===== config.mk =====
export PLATFORM = sky130hd
export DESIGN_NAME = alu_issue_stage
export DESIGN_NICKNAME = d
export VERILOG_FILES = /design/src/rtl/alu_issue_stage.sv
export SDC_FILE = /design/constraint.sdc
export NUM_CORES = 1
export LEC_CHECK = 0
export ABC_AREA = 0
export CORE_MARGIN = 2
export CORE_UTILIZATION = 43
export CTS_CLUSTER_DIAMETER = 40
export DETAILED_ROUTE_END_ITERATION = 10
export GPL_TIMING_DRIVEN = 1
export PLACE_DENSITY = 0.95
export SETUP_SLACK_MARGIN = 0.05
export SYNTH_ARGS = -nofsm -noshare
export SYNTH_HDL_FRONTEND = slang
export SYNTH_SLANG_ARGS = --single-unit

===== constraint.sdc =====
create_clock -name clk -period 5.27 [get_ports clk]
set_input_delay 0.7905 -clock clk [delete_from_list [all_inputs] [get_ports clk]]
set_output_delay 0.7905 -clock clk [all_outputs]
set_load 0.05 [all_outputs]

===== src/rtl/alu_issue_stage.sv =====
// ID/EX issue register for the ALU: decodes opcode/funct into an ALU operation
// and operand pair, registered for EX with flush > stall > load priority.
module alu_issue_stage (
  input  logic        clk,
  input  logic        rst,
  input  logic        in_valid,
  input  logic [5:0]  opcode,
  input  logic [5:0]  funct,
  input  logic [15:0] imm,
  input  logic [31:0] rs_data,
  input  logic [31:0] rt_data,
  input  logic        stall,
  input  logic        flush,
  output logic        ex_valid,
  output logic [2:0]  ALUOp,
  output logic [31:0] In1,
  output logic [31:0] In2,
  output logic        illegal,
  output logic [7:0]  illegal_cnt
);

  typedef enum logic {
    EMPTY = 1'b0,
    FULL  = 1'b1
  } state_e;

  typedef enum logic [2:0] {
    OP_NOP = 3'b000,
    OP_ADD = 3'b001,
    OP_SUB = 3'b010,
    OP_AND = 3'b011,
    OP_OR  = 3'b100,
    OP_SLT = 3'b101
  } alu_op_e;

  state_e      state_q, state_d;
  alu_op_e     aluop_q, aluop_d;
  logic [31:0] in1_q, in1_d;
  logic [31:0] in2_q, in2_d;
  logic        illegal_q, illegal_d;
  logic [7:0]  cnt_q, cnt_d;

  alu_op_e     dec_op;
  logic [31:0] dec_in1;
  logic [31:0] dec_in2;
  logic        dec_ill;
  logic [31:0] imm_sext;
  logic [31:0] imm_zext;

  assign imm_sext = {{16{imm[15]}}, imm};
  assign imm_zext = {16'h0000, imm};

  always_comb begin
    dec_op  = OP_NOP;
    dec_in1 = '0;
    dec_in2 = '0;
    dec_ill = 1'b0;
    unique case (opcode)
      6'b000000: begin
        unique case (funct)
          6'b100000: begin dec_op = OP_ADD; dec_in1 = rs_data; dec_in2 = rt_data; end
          6'b100010: begin dec_op = OP_SUB; dec_in1 = rs_data; dec_in2 = rt_data; end
          6'b100100: begin dec_op = OP_AND; dec_in1 = rs_data; dec_in2 = rt_data; end
          6'b100101: begin dec_op = OP_OR;  dec_in1 = rs_data; dec_in2 = rt_data; end
          6'b101010: begin dec_op = OP_SLT; dec_in1 = rs_data; dec_in2 = rt_data; end
          6'b000000: ;
          default:   dec_ill = 1'b1;
        endcase
      end
      6'b001000, 6'b100011, 6'b101011: begin
        dec_op = OP_ADD; dec_in1 = rs_data; dec_in2 = imm_sext;
      end
      6'b001010: begin dec_op = OP_SLT; dec_in1 = rs_data; dec_in2 = imm_sext; end
      6'b001100: begin dec_op = OP_AND; dec_in1 = rs_data; dec_in2 = imm_zext; end
      6'b001101: begin dec_op = OP_OR;  dec_in1 = rs_data; dec_in2 = imm_zext; end
      6'b000100: begin dec_op = OP_SUB; dec_in1 = rs_data; dec_in2 = rt_data; end
      6'b000010: ;
      default:   dec_ill = 1'b1;
    endcase
  end

  always_comb begin
    state_d   = state_q;
    aluop_d   = aluop_q;
    in1_d     = in1_q;
    in2_d     = in2_q;
    illegal_d = illegal_q;
    cnt_d     = cnt_q;
    if (flush || (!stall && !in_valid)) begin
      state_d   = EMPTY;
      aluop_d   = OP_NOP;
      in1_d     = '0;
      in2_d     = '0;
      illegal_d = 1'b0;
    end else if (!stall) begin
      state_d   = FULL;
      aluop_d   = dec_op;
      in1_d     = dec_in1;
      in2_d     = dec_in2;
      illegal_d = dec_ill;
      if (dec_ill && (cnt_q != 8'hFF)) cnt_d = cnt_q + 8'd1;
    end
  end

  always_ff @(posedge clk or posedge rst) begin
    if (rst) begin
      state_q   <= EMPTY;
      aluop_q   <= OP_NOP;
      in1_q     <= '0;
      in2_q     <= '0;
      illegal_q <= 1'b0;
      cnt_q     <= '0;
    end else begin
      state_q   <= state_d;
      aluop_q   <= aluop_d;
      in1_q     <= in1_d;
      in2_q     <= in2_d;
      illegal_q <= illegal_d;
      cnt_q     <= cnt_d;
    end
  end

  assign ex_valid    = (state_q == FULL);
  assign ALUOp       = aluop_q;
  assign In1         = in1_q;
  assign In2         = in2_q;
  assign illegal     = illegal_q;
  assign illegal_cnt = cnt_q;

endmodule


## Word-level counts from Yosys, hierarchy flattened

Cells that the tools add are included.

| operators by class | value |
|---|---|
| add/subtract/negate cells | 1 |
| $mul | 0 |
| div/mod/pow operators | 0 |
| order comparisons | 0 |
| eq/ne operators | 15 |
| shifts and indexed selects | 0 |
| mux-type cells | 18 |
| bitwise operators | 2 |
| reductions and logical operators | 15 |

Operators by type and width:

| operator | number |
|---|---|
| $mux 32 | 6 |
| $pmux 32 s4 | 1 |
| $pmux 32 s2 | 1 |
| $eq 6x6->1 const B | 7 |
| $eq 6x4->1 const B | 4 |
| $pmux 3 s6 | 1 |
| $pmux 3 s5 | 1 |
| $logic_not 6->1 | 2 |
| $add 8x1->8 const B | 1 |
| $ne 8x8->1 const B | 1 |
| $reduce_or 8->1 | 1 |
| $reduce_or 7->1 | 1 |
| $eq 6x2->1 const B | 1 |
| $eq 6x3->1 const B | 1 |
| $mux 3 | 2 |
| $reduce_or 6->1 | 1 |
| $mux 1 | 5 |
| $reduce_or 5->1 | 1 |
| $reduce_or 4->1 | 1 |
| $reduce_and 3->1 | 1 |
| $reduce_or 3->1 | 1 |
| $logic_and 1x1->1 | 2 |
| $logic_not 1->1 | 2 |
| $ne 2x1->1 const B | 1 |
| other kinds (4) | 5 |

| word-level totals | value |
|---|---|
| flip-flop bits (word level) | 77 |
| latch bits | 0 |
| memory bits (writable) | 0 |
| memory bits (read-only) | 0 |
| input port bits | 97 |
| output and inout port bits | 77 |
| memories kept | 0 |

## Depth between registers and ports, before layout

| depth | value |
|---|---|
| depth in word-level cells | 6 |
| mapped depth | 8 |
| depth with buffers taken out | 6 |

## Least setup slack after synthesis

No wires, ideal clock.

| timing | value |
|---|---|
| path type | in2reg |
| start point | in opcode[1] |
| end point | reg cnt_q[1], in the netlist illegal_cnt[1] |
| library setup time | 0.128 ns |
| arrival | 2.120 ns |
| data required time | 5.142 ns |
| path slack | 3.022 ns |
| stages | 5 |
| path buffers | 1 |
| cells stage by stage | buf_2 nor4_4 nand2_2 o311ai_4 mux2_1 |

| on the way | value |
|---|---|
| word-level cells in the longest chain between the ends | 5 |
| elaborated cells between the ends (all ways) | 13 |

Ends and longest elaborated chain:

| what | RTL line | RTL |
|---|---|---|
| from (decl) | 7 | `input logic [5:0] opcode,` |
| $eq 6x2->1 (tied with other cells) | 58 | `unique case (opcode)` |
| $reduce_or 8->1 (no source line) | n/a |  |
| $pmux 1 s2 (*) | 58 |  |
| $logic_and 1x1->1 (*) | 101 | `if (dec_ill && (cnt_q != 8'hFF)) cnt_d = cnt_q + 8'd1;` |
| $reduce_and 3->1 (no source line) (*) | n/a |  |
| to (signal assigned) | 119 | `cnt_q <= cnt_d;` |
| to (decl) | 41 | `logic [7:0] cnt_q, cnt_d;` |

Mark *: on every way between the ends. The rest lies on a longest branch, timed or not.
A chain may end at the register's enable or synchronous reset.

## Final worst setup path

| timing | value |
|---|---|
| start point | in opcode[0] |
| end point | reg in1_q[4], in the netlist In1[4] |

| on the way | value |
|---|---|
| word-level cells in the longest chain between the ends | 5 |
| elaborated cells between the ends (all ways) | 12 |

Ends and longest elaborated chain:

| what | RTL line | RTL |
|---|---|---|
| $eq 6x3->1 (tied with other cells) | 58 |  |
| $reduce_or 7->1 (no source line) | n/a |  |
| $pmux 32 s2 (*) | 58 |  |
| $mux 32 (*) | 95 | `end else if (!stall) begin` |
| $mux 32 (*) | 89 | `if (flush \|\| (!stall && !in_valid)) begin` |
| to (signal assigned) | 116 | `in1_q <= in1_d;` |
| to (decl) | 38 | `logic [31:0] in1_q, in1_d;` |

Mark *: on every way between the ends. The rest lies on a longest branch, timed or not. The select of a mux whose other input is x is not followed.

==> summary.md <==
| Metric | Value |
|---|---|
| Status | completed |
| Avg Vias per Cell | 5.405 |
| Port bufs | 173 |
| Sequential area share after synthesis | 0.5610 |
| Setup Buffers After CTS | 0 |
| Critical Path, Cell by Cell | clkdlybuf4s50_1, nor4_4, nand2_2, o31ai_4, buf_4, a22o_1 |
| Clk buf depth | 2 |
| CTS Hold Bufs | 0 |
| Largest family of logic cells by synthesized area | compound AO/OA/AOI/OAI gates |
| Hold crit path type | flop to flop |
| Antenna diodes | 0 |
| Clock Sink Count | 77 |
| IO Count | 174 |
| Total number of vias | 3,162 |
| Largest net degree at the start of global routing | 47 |
| Global route overflow | 0 |
| Peak supply drop | 197.8 uV |
| 1st-iter DRT viols | 146 |
| Static leakage | 2.363 nW |
| Routed wire length | 10,150 um |
| Xor and xnor area share after synthesis | 0.02295 |
| Synth Flop Type | dfrtp_1 |
| Unrepaired setup endpoints after global routing | no |
| Critical path class | input port to flop |
| Synth Area per Inst | 11.08 um^2 |
| H-tree level count | 3 |
| CTS resizes | 0 |
| Synth Warn # | 0 |
| Cell area power density | 244.4 mW/mm^2 |
| Worst skew pair latency | 340 ps |
| Largest delay share family, worst path | compound AO/OA/AOI/OAI gates |
| Multiplexer area fraction after synthesis | 0.006193 |
| Cts bufs inserted | 9 |
| Crit path max fanout | 30 |
| Final nets | 576 |
| Setup ws final | 2143 ps |
| Initial core utilization | 0.4445 |
| HPWL Detailed | 7637 um |
| Drt pass-1 iters | 8 |
| Worst EP required | 5550 ps |
| Slew at the pin with the worst max-slew slack | 1217 ps |
| Fmax | 319.8 MHz |
| Fin. max-slew vios | 0 |
| Vias in the first global route | 3,295 |
| Synthesized area | 0.003435 mm^2 |
| Fin crit period | 3127 ps |
| Period Utilization, post-route | 0.5934 |
| Post-route ant nets | 0 |
| Die Width | 93.37 um |
| Synth Area in Adders | 0.003643 |
| Most common cell after layout, fill and taps aside | clkdlybuf4s50_1 |
| Number of synthesized flops with an enable pin | 0 |
| Core area | 0.007727 mm^2 |
| Drc violations | 0 |
| Routed len/inst | 17.35 um |
| Worst setup EP type | flop |
| Root Driver | clkbuf_8 |
| Final setup violation count | 0 |
| Rows | 32 |
| Area growth syn-to-layout | 57.60% |
| Yosys reg bits | 77 |
| Unique masters post-synth | 44 |
| CP max stage cell | o31ai_4 |
| RePlAce Congestion | 0.8109 |
| Fraction of layout cells with a size suffix above 1 | 0.06418 |
| Final non-filler cell total | 585 |
| First-pass GRT wire length | 16,190 um |
| Cell count after synthesis | 310 |
| Worst Setup Start Kind | input port |
| DP Worst Slack | 1795 ps |
| Die Span Y | 93.37 um |
| Total power | 1.323 mW |
| Hold Fails Final Rpt | 0 |
| WHS | 482.6 ps |
| # placed instances | 569 |
| Most frequent cells in the layout | 173 x clkdlybuf4s50_1, 77 x dfrtp_1, 32 x a22o_1 |
| Simple logic cell fraction of the synthesized area | 0.1158 |
| Syn nets | 408 |
| WP data arrival | 3410 ps |
| Compound-cell area share of the yosys netlist | 0.2386 |
| CTS tree | yes |
| WP buf/inv | 2 |
| Final Skew | 4.752 ps |
| Initial antenna violation count | 0 |
| CP max stage delay | 990 ps |
| Tot GR Track Use | 0.2377 |
| Die area | 0.008718 mm^2 |
| Final Core Density | 0.7005 |
| Worst-path clk slew | 80 ps |
| Fin Setup TNS | 0 ps |
| Post-synth ARST share | 1.000 |
| Post-DP Area | 0.005245 mm^2 |
| Max Cap Viol | 0 |
| Normalized max-slew margin | 0.1889 |
| Final Cell Area | 0.005413 mm^2 |
[worst paths after layout]
kind                                             from                    endpoint  slack, ps  depth (start not counted)
max                                         opcode[0]          In1[4]$_DFFE_PP0P_       2140                          6
min                               In2[25]$_DFFE_PP0P_         In2[25]$_DFFE_PP0P_        480                          2
max reg2reg                illegal_cnt[0]$_DFFE_PP0P_  illegal_cnt[5]$_DFFE_PP0P_       3400                          5
min reg2reg                       In2[25]$_DFFE_PP0P_         In2[25]$_DFFE_PP0P_        480                          2
max in group asynchronous                         rst         In1[13]$_DFFE_PP0P_       3370                          3
min in group asynchronous                         rst          In2[8]$_DFFE_PP0P_        860                          2
[sequential cells by signal (all words and copies together) (netlist names)]
signal	flops
ALUOp	3
In2	32
ex_valid	1
In1	32
illegal_cnt	8
illegal	1
[power breakdown]
| part | internal, mW | total [mW] | leakage, nW | switching, mW |
|---|---|---|---|---|
| clock network | 0.170 | 0.389 | 0.0860 | 0.219 |
| logic | 0.130 | 0.294 | 1.22 | 0.164 |
| registers | 0.613 | 0.640 | 1.06 | 0.0267 |
[cells in the mapped netlist, drive strengths merged (3+ instances only)]
cell | count | area share
a222oi | 16 | 0.047
a22o | 32 | 0.082
buf | 13 | 0.021
o21ai | 24 | 0.035
xor2 | 6 | 0.015
nand2 | 28 | 0.031
nor3 | 5 | 0.0073
nor4 | 3 | 0.016
xnor2 | 3 | 0.0077
nand3 | 3 | 0.0044
clkbuf | 8 | 0.0087
nor2b | 6 | 0.011
nand2b | 6 | 0.011
a21oi | 24 | 0.036
dfrtp | 77 | 0.56
inv | 20 | 0.022
nor2 | 11 | 0.012
[per-layer routing]
| metal | track usage | vias to the layer above | routed length, um |
|---|---|---|---|
| met5 | 0 | - | 0 |
| met3 | 0.05399 | 18 | 756 |
| met2 | 0.4137 | 142 | 5400 |
| li1 | - | 1479 | - |
| met4 | 0.08456 | 0 | 158 |
| met1 | 0.2890 | 1523 | 3833 |
[tightest hold or removal path: cells and delay by family, from the launching register on]
kind	cells	cell delay, ps
AOI/OAI and AO/OA	1	60
DFF	1	350
and+or+nand+nor	1	40
[kinds of logic (layout without fill, tap and decap cells)]
family / count (synthesis) / count (layout)
xor+xnor: 9 / 9
buf+inv: 41 / 214
fa+ha+maj: 1 / 1
simple gates: 70 / 70
mux: 2 / 2
compound gates: 110 / 110
flops: 77 / 77
[layout make-up]
| type | count | area [um^2] |
|---|---|---|
| clock buffers | 10 | 127.6 |
| inverters | 20 | 75.07 |
| well taps | 102 | 127.6 |
| clock inverters | 6 | 40.04 |
| flip-flops and latches | 77 | 1927 |
| repair buffers | 178 | 1769 |
| multi-input cells | 192 | 1346 |
| fillers | 542 | 2315 |
(Power assumes the default switching activity.)
